**config.mk**
```make
export PLATFORM = sky130hd
export DESIGN_NAME = tile_fetch_requester
export DESIGN_NICKNAME = d
export VERILOG_FILES = /design/src/rtl/tile_fetch_requester.sv
export SDC_FILE = /design/constraint.sdc
export NUM_CORES = 1
export LEC_CHECK = 0
export BUFFER_PORTS_ARGS = -buffer_cell sky130_fd_sc_hd__buf_2
export CAP_MARGIN = 20
export CORE_MARGIN = 1.5
export CORE_UTILIZATION = 35
export DETAILED_ROUTE_END_ITERATION = 8
export SLEW_MARGIN = 25
export SYNTH_ARGS = -nofsm -noshare
export SYNTH_HDL_FRONTEND = slang
export SYNTH_SLANG_ARGS = --single-unit
```
**constraint.sdc**
```tcl
create_clock -name clk -period 4.8 [get_ports clk]
set_clock_uncertainty 0.2 [all_clocks]
set_input_delay 0.24 -clock clk [delete_from_list [all_inputs] [get_ports clk]]
set_output_delay 0.24 -clock clk [all_outputs]
set_load 0.05 [all_outputs]
```
**src/rtl/tile_fetch_requester.sv**
```systemverilog
// Fetch-command splitter: breaks one command into chunked memory requests, bounds the number in flight and retires them on last beats.
// Optional build macro FETCH_TIMEOUT_EN adds a watchdog and the `timeout` output.
`ifndef ADDR_WIDTH
`define ADDR_WIDTH 32
`endif
`ifndef REQ_ID_WIDTH
`define REQ_ID_WIDTH 4
`endif
`ifndef EPOCH_WIDTH
`define EPOCH_WIDTH 4
`endif

package tile_fetch_pkg;
    typedef enum logic [1:0] {
        PRIO_LOW    = 2'd0,
        PRIO_NORM   = 2'd1,
        PRIO_HIGH   = 2'd2,
        PRIO_URGENT = 2'd3
    } req_prio_e;

    typedef enum logic [1:0] {
        REQ_TYPE_DATA     = 2'd0,
        REQ_TYPE_TEX      = 2'd1,
        REQ_TYPE_CONST    = 2'd2,
        REQ_TYPE_PREFETCH = 2'd3
    } req_type_e;

    typedef struct packed {
        logic [`ADDR_WIDTH-1:0]  addr;
        logic [31:0]             len;
        logic [`REQ_ID_WIDTH-1:0] id;
        logic [`EPOCH_WIDTH-1:0] epoch;
        req_type_e               rtype;
        req_prio_e               prio;
    } mem_req_t;

    typedef struct packed {
        logic [`REQ_ID_WIDTH-1:0] id;
        logic [`EPOCH_WIDTH-1:0] epoch;
        logic                    last;
        logic                    error;
    } mem_resp_t;
endpackage

module tile_fetch_requester
    import tile_fetch_pkg::*;
#(
    parameter int MAX_CHUNK_BYTES = 64,
    parameter int MAX_OUTSTANDING = 4,
    parameter int TIMEOUT_CYCLES  = 1024
) (
    input  logic                    clk,
    input  logic                    rst_n,
    input  logic                    cmd_valid,
    output logic                    cmd_ready,
    input  logic [`ADDR_WIDTH-1:0]  cmd_addr,
    input  logic [31:0]             cmd_len,
    input  req_prio_e               cmd_prio,
    input  logic [`EPOCH_WIDTH-1:0] cmd_epoch,
    output mem_req_t                mem_req,
    output logic                    mem_req_valid,
    input  logic                    mem_req_ready,
    input  mem_resp_t               mem_resp,
    input  logic                    mem_resp_valid,
    output logic                    busy,
    output logic                    done,
    output logic                    err,
    output logic [3:0]              outstanding,
    output logic [15:0]             stale_drop_cnt
`ifdef FETCH_TIMEOUT_EN
    ,
    output logic                    timeout
`endif
);
    localparam int AW = `ADDR_WIDTH;

    localparam logic [1:0] ST_IDLE  = 2'd0;
    localparam logic [1:0] ST_ISSUE = 2'd1;
    localparam logic [1:0] ST_DRAIN = 2'd2;
    localparam logic [1:0] ST_DONE  = 2'd3;

    if (MAX_CHUNK_BYTES < 1 || (MAX_CHUNK_BYTES & (MAX_CHUNK_BYTES - 1)) != 0) begin : g_bad_chunk
        $error("MAX_CHUNK_BYTES must be a power of two");
    end
    if (MAX_OUTSTANDING < 1 || MAX_OUTSTANDING > 15) begin : g_bad_out
        $error("MAX_OUTSTANDING must be 1..15");
    end
    if (TIMEOUT_CYCLES < 1) begin : g_bad_tmo
        $error("TIMEOUT_CYCLES must be positive");
    end

    logic [1:0]               state;
    logic [AW-1:0]            cur_addr;
    logic [31:0]              remaining;
    req_prio_e                cur_prio;
    logic [`EPOCH_WIDTH-1:0]  cur_epoch;
    logic [`REQ_ID_WIDTH-1:0] next_id;
    logic [31:0]              chunk_len;
    logic                     issue_hs;
    logic                     resp_match;
    logic                     resp_stale;
    logic                     retire;
    logic                     resp_id_unused;

    // Response ids may return in any order; only the in-flight count is tracked.
    assign resp_id_unused = ^mem_resp.id;

    assign chunk_len = (remaining > 32'(MAX_CHUNK_BYTES)) ? 32'(MAX_CHUNK_BYTES) : remaining;

    // Payload comes straight from state registers, so it cannot move while stalled.
    assign mem_req_valid = (state == ST_ISSUE) && (outstanding < 4'(MAX_OUTSTANDING)) && (remaining != 32'd0);
    assign mem_req = '{addr: cur_addr, len: chunk_len, id: next_id, epoch: cur_epoch,
                       rtype: REQ_TYPE_DATA, prio: cur_prio};

    assign issue_hs   = mem_req_valid && mem_req_ready;
    assign resp_match = mem_resp_valid && (state != ST_IDLE) && (mem_resp.epoch == cur_epoch)
                        && (outstanding != 4'd0);
    assign resp_stale = mem_resp_valid && !resp_match;
    assign retire     = resp_match && mem_resp.last;

    assign cmd_ready = (state == ST_IDLE);
    assign busy      = (state != ST_IDLE);
    assign done      = (state == ST_DONE);

`ifdef FETCH_TIMEOUT_EN
    localparam int TW = $clog2(TIMEOUT_CYCLES + 1);
    logic [TW-1:0] tmo_cnt;
    logic          tmo_fire;

    assign tmo_fire = (tmo_cnt == TW'(TIMEOUT_CYCLES));

    always_ff @(posedge clk or negedge rst_n) begin
        if (!rst_n) begin
            tmo_cnt <= '0;
        end else if (issue_hs || resp_match || outstanding == 4'd0) begin
            tmo_cnt <= '0;
        end else begin
            tmo_cnt <= tmo_cnt + 1'b1;
        end
    end
`endif

    always_ff @(posedge clk or negedge rst_n) begin
        if (!rst_n) begin
            state          <= ST_IDLE;
            cur_addr       <= '0;
            remaining      <= '0;
            cur_prio       <= PRIO_LOW;
            cur_epoch      <= '0;
            next_id        <= '0;
            outstanding    <= '0;
            err            <= 1'b0;
            stale_drop_cnt <= '0;
`ifdef FETCH_TIMEOUT_EN
            timeout        <= 1'b0;
`endif
        end else begin
            if (resp_stale && stale_drop_cnt != 16'hFFFF)
                stale_drop_cnt <= stale_drop_cnt + 16'd1;

            // A simultaneous issue and retire leaves the count unchanged.
            case ({issue_hs, retire})
                2'b10:   outstanding <= outstanding + 4'd1;
                2'b01:   outstanding <= outstanding - 4'd1;
                default: outstanding <= outstanding;
            endcase

            if (resp_match && mem_resp.error)
                err <= 1'b1;

            case (state)
                ST_IDLE: begin
                    if (cmd_valid) begin
                        cur_addr  <= cmd_addr;
                        remaining <= cmd_len;
                        cur_prio  <= cmd_prio;
                        cur_epoch <= cmd_epoch;
                        err       <= 1'b0;
`ifdef FETCH_TIMEOUT_EN
                        timeout   <= 1'b0;
`endif
                        state     <= (cmd_len == 32'd0) ? ST_DONE : ST_ISSUE;
                    end
                end
                ST_ISSUE: begin
                    if (issue_hs) begin
                        cur_addr  <= cur_addr + AW'(chunk_len);
                        remaining <= remaining - chunk_len;
                        next_id   <= next_id + 1'b1;
                        if (remaining == chunk_len)
                            state <= ST_DRAIN;
                    end
                end
                ST_DRAIN: begin
                    if (outstanding == 4'd0)
                        state <= ST_DONE;
                end
                default: state <= ST_IDLE;
            endcase

`ifdef FETCH_TIMEOUT_EN
            // Watchdog abandons whatever is still in flight and completes with error.
            if (tmo_fire) begin
                err         <= 1'b1;
                timeout     <= 1'b1;
                outstanding <= '0;
                state       <= ST_DONE;
            end
`endif
        end
    end
endmodule

```
==> reports/qor.txt <==
gr ovfl total = 0
chip height = 145 um
max-cap violation count = 0
Hold Startpoint = cmd_addr[3]
Initial Utilization = 36.0%
largest family of logic cells by synthesized area = compound AO/OA/AOI/OAI gates
Crit Path Class = reg2reg
Worst EP required = 4.83 ns
later-pin clock latency in the skew report = 0.35 ns
layout cells sized above 1 = 21.7%
die area = 0.0211 mm^2
setup violators final = 0
FF+latch count, synth = 97
XOR/XNOR Fraction of Synth Area = 6.20%
final setup TNS = 0 ns
global placement routability congestion = 0.842
kind of end point of the critical path = register
Die W = 145 um
Syn-to-layout area delta = 25.9%
post-synthesis simple-gate area fraction = 19.9%
pin count of the biggest net entering global routing = 83
Max VDD drop = 0.371 mV
FF+latch area = 0.00243 mm^2
CTS tree = built
vias after detailed routing = 6733
worst r2r src = remaining[30]$_DFFE_PN0P_
Post-Synth Adder-Cell Area = 7.82%
number of synthesized flops with an enable pin = 0
# rows = 51
Routed WL = 20300 um
Mapped Cells = 815
maximum fanout along the worst path = 10
Syn. warnings = 0
type of origin of the critical path = register
Synth Area in Compound Gates = 21.2%
Fin Hold WS = 0.00973 ns
Yosys cell types = 73
Final ANT Viol Nets = 0
Fill cells = 1987
area of the multi-input gates = 0.00445 mm^2
post-synthesis cell area = 0.00707 mm^2
placed cells = 1237
1st-iter DRT viols = 431
top_reg_cell synth = dfrtp_1
Tmin final = 4.52 ns
post-synthesis mux area share = 4.11%
HPWL Detailed = 14800 um
WL/cell = 15.8 um
first-pass GRT wire length = 33100 um
pwr/cell area = 230 mW/mm^2
Final WS setup = 0.279 ns
Pwr Total = 2.05 mW
outcome = completed
syn_area_per_cell = 8.67 um^2
routed vias/inst = 5.22
share of flip-flops with an asynchronous set or reset = 100%
H-tree Lvls = 3
# clock sinks = 97
IO Port Bufs = 154
DR pass1 iterations = 5
number of I/O pins = 186
Non-Filler Instances = 1291
initial antenna violation count = 3
Hold Vio Cnt, Final = 0
Max clock buf depth = 2
Pleak = 4.60 nW
hold endpoint = cur_addr[3]$_DFFE_PN0P_
Final period util = 94.2%
hold path cells = 3
Setup WS pre-CTS = 0.165 ns
Clock transition at path regs = 0.07 ns
total track usage = 19.3%
WP data arrival = 4.55 ns
CTS buffer count = 9
reg2reg end = cur_addr[30]$_DFFE_PN0P_
HP Class = in2reg
Worst slew margin = 41.1%
fin nets = 1147
DRC = 0
Clock Root Buffer = clkbuf_16
Seq/Total Area, Yosys = 34.3%
core area = 0.0197 mm^2
fmax = 221 MHz
Reg2Reg Depth = 16
Pins Over Slew Limit = 0
vias in the first global route = 6467
Least-Margin Pin Slew = 0.878 ns
FF-to-FF setup slack = 0.28 ns
-- worst max-delay path by stage --
stage | start | slack [ns] | depth (start not counted) | to
3_5_place_dp | remaining[30]$_DFFE_PN0P_ | 0.16 | 16 | cur_addr[30]$_DFFE_PN0P_
6_report | remaining[30]$_DFFE_PN0P_ | 0.28 | 16 | cur_addr[30]$_DFFE_PN0P_
5_1_grt | remaining[10]$_DFFE_PN0P_ | -0.004 | 16 | cur_addr[30]$_DFFE_PN0P_
4_1_cts | remaining[30]$_DFFE_PN0P_ | 0.14 | 16 | cur_addr[30]$_DFFE_PN0P_
2_1_floorplan | remaining[10]$_DFFE_PN0P_ | 0.03 | 15 | cur_addr[31]$_DFFE_PN0P_
3_3_place_gp | remaining[30]$_DFFE_PN0P_ | 0.20 | 16 | cur_addr[30]$_DFFE_PN0P_
-- cell usage after synthesis, types with 9 or more instances --
cell type,instances,area share [%]
a21o_1,17,1.8
a21oi_1,69,4.9
a31oi_1,11,0.97
and2_1,10,0.89
and3_1,10,0.89
buf_4,28,3.0
clkbuf_1,32,1.7
dfrtp_1,97,34
ha_1,41,7.3
inv_1,20,1.1
mux2i_1,20,2.8
nand2_1,83,4.4
nand3_1,29,2.1
nand4_1,14,1.2
nor2_1,41,2.2
nor3b_1,11,1.2
nor4_1,16,1.4
o21ai_0,63,4.5
o22ai_1,9,0.80
or4_1,9,0.96
xnor2_1,32,4.0
xor2_1,18,2.2
-- layer usage --
metal / routed length, um / vias to the layer above / global-route usage, %
met5: 0 / - / 0
met4: 193 / 0 / 4.03
met2: 8770 / 203 / 29.5
met1: 9930 / 3187 / 26.7
li1: - / 3330 / -
met3: 1450 / 13 / 5.79
-- where the power goes --
part,switching (mW),internal (mW)
sequential,0.0390,0.844
clock,0.336,0.457
combinational,0.253,0.117
total,0.628,1.42
-- kinds of logic after synthesis --
group                    count (synthesis)
other                                    2
buffers and inverters                   88
adder cells (fa/ha/maj)                 43
AND/OR/NAND/NOR                        269
AO/OA/AOI/OAI                          238
multiplexers                            28
flip-flops                              97
XOR/XNOR                                50
-- critical path, cell delays in order, from the launching register on --
cell and delay, ns:
dfrtp_1 0.42, or4_1 0.54, nor3b_2 0.26, nand3_1 0.15, a211oi_2 0.22, buf_4 0.18
and2_2 0.16, ha_1 0.29, a211o_1 0.32, a31oi_1 0.24, nor4_2 0.08, buf_4 0.16
o311ai_1 0.39, a41oi_2 0.25, a41oi_1 0.29, xor2_1 0.15, o21ai_0 0.08
-- sequential cells by signal (all words and copies together) (netlist names) --
signal and flops:
stale_drop_cnt 16, cur_prio 2, cur_epoch 4, outstanding 4, cur_addr 32, next_id 4
state 2, remaining 32, err 1
-- stage by stage --
step | utilization (%) | cell area, um^2
floorplan | - | 7260
global placement | 41.5 | 8160
detailed placement | 41.5 | 8160
CTS | 45.0 | 8840
global route | 45.3 | 8890
finish | 45.3 | 8900
-- area by class of cell --
class / instances / area share (%)
well taps: 265 / 3.73
clock buffers: 9 / 2.53
inverters: 21 / 0.886
repair buffers: 210 / 14.4
flip-flops and latches: 97 / 27.3
diodes: 3 / 0.0844
clock inverters: 6 / 1.03
multi-input cells: 680 / 50.0
-- repair_timing --
action                                 CTS  global route
setup buffers                            0             0
hold buffers                            36             0
resized for setup                        0            10
endpoints found under the hold margin   91             0
setup endpoints to repair                0            11
-- layout by cell type, fill, tap and decap left out, types with 7 or more instances in the layout --
cell	count
buf_2	153
dfrtp_1	97
nand2_1	83
a21oi_1	69
o21ai_0	62
conb_1	52
nor2_1	41
ha_1	40
dlygate4sd3_1	36
xnor2_1	32
nand3_1	29
buf_4	21
inv_1	20
mux2i_1	20
xor2_1	18
a21o_1	17
nor4_1	15
nand4_1	14
a31oi_1	11
nor3b_1	10
and3_1	10
o22ai_1	9
clkbuf_16	9
or4_1	8
and2_1	7
nand2b_1	7
mux2_2	7
nor3_1	7
Note: power is estimated with default switching activity, not from simulation.
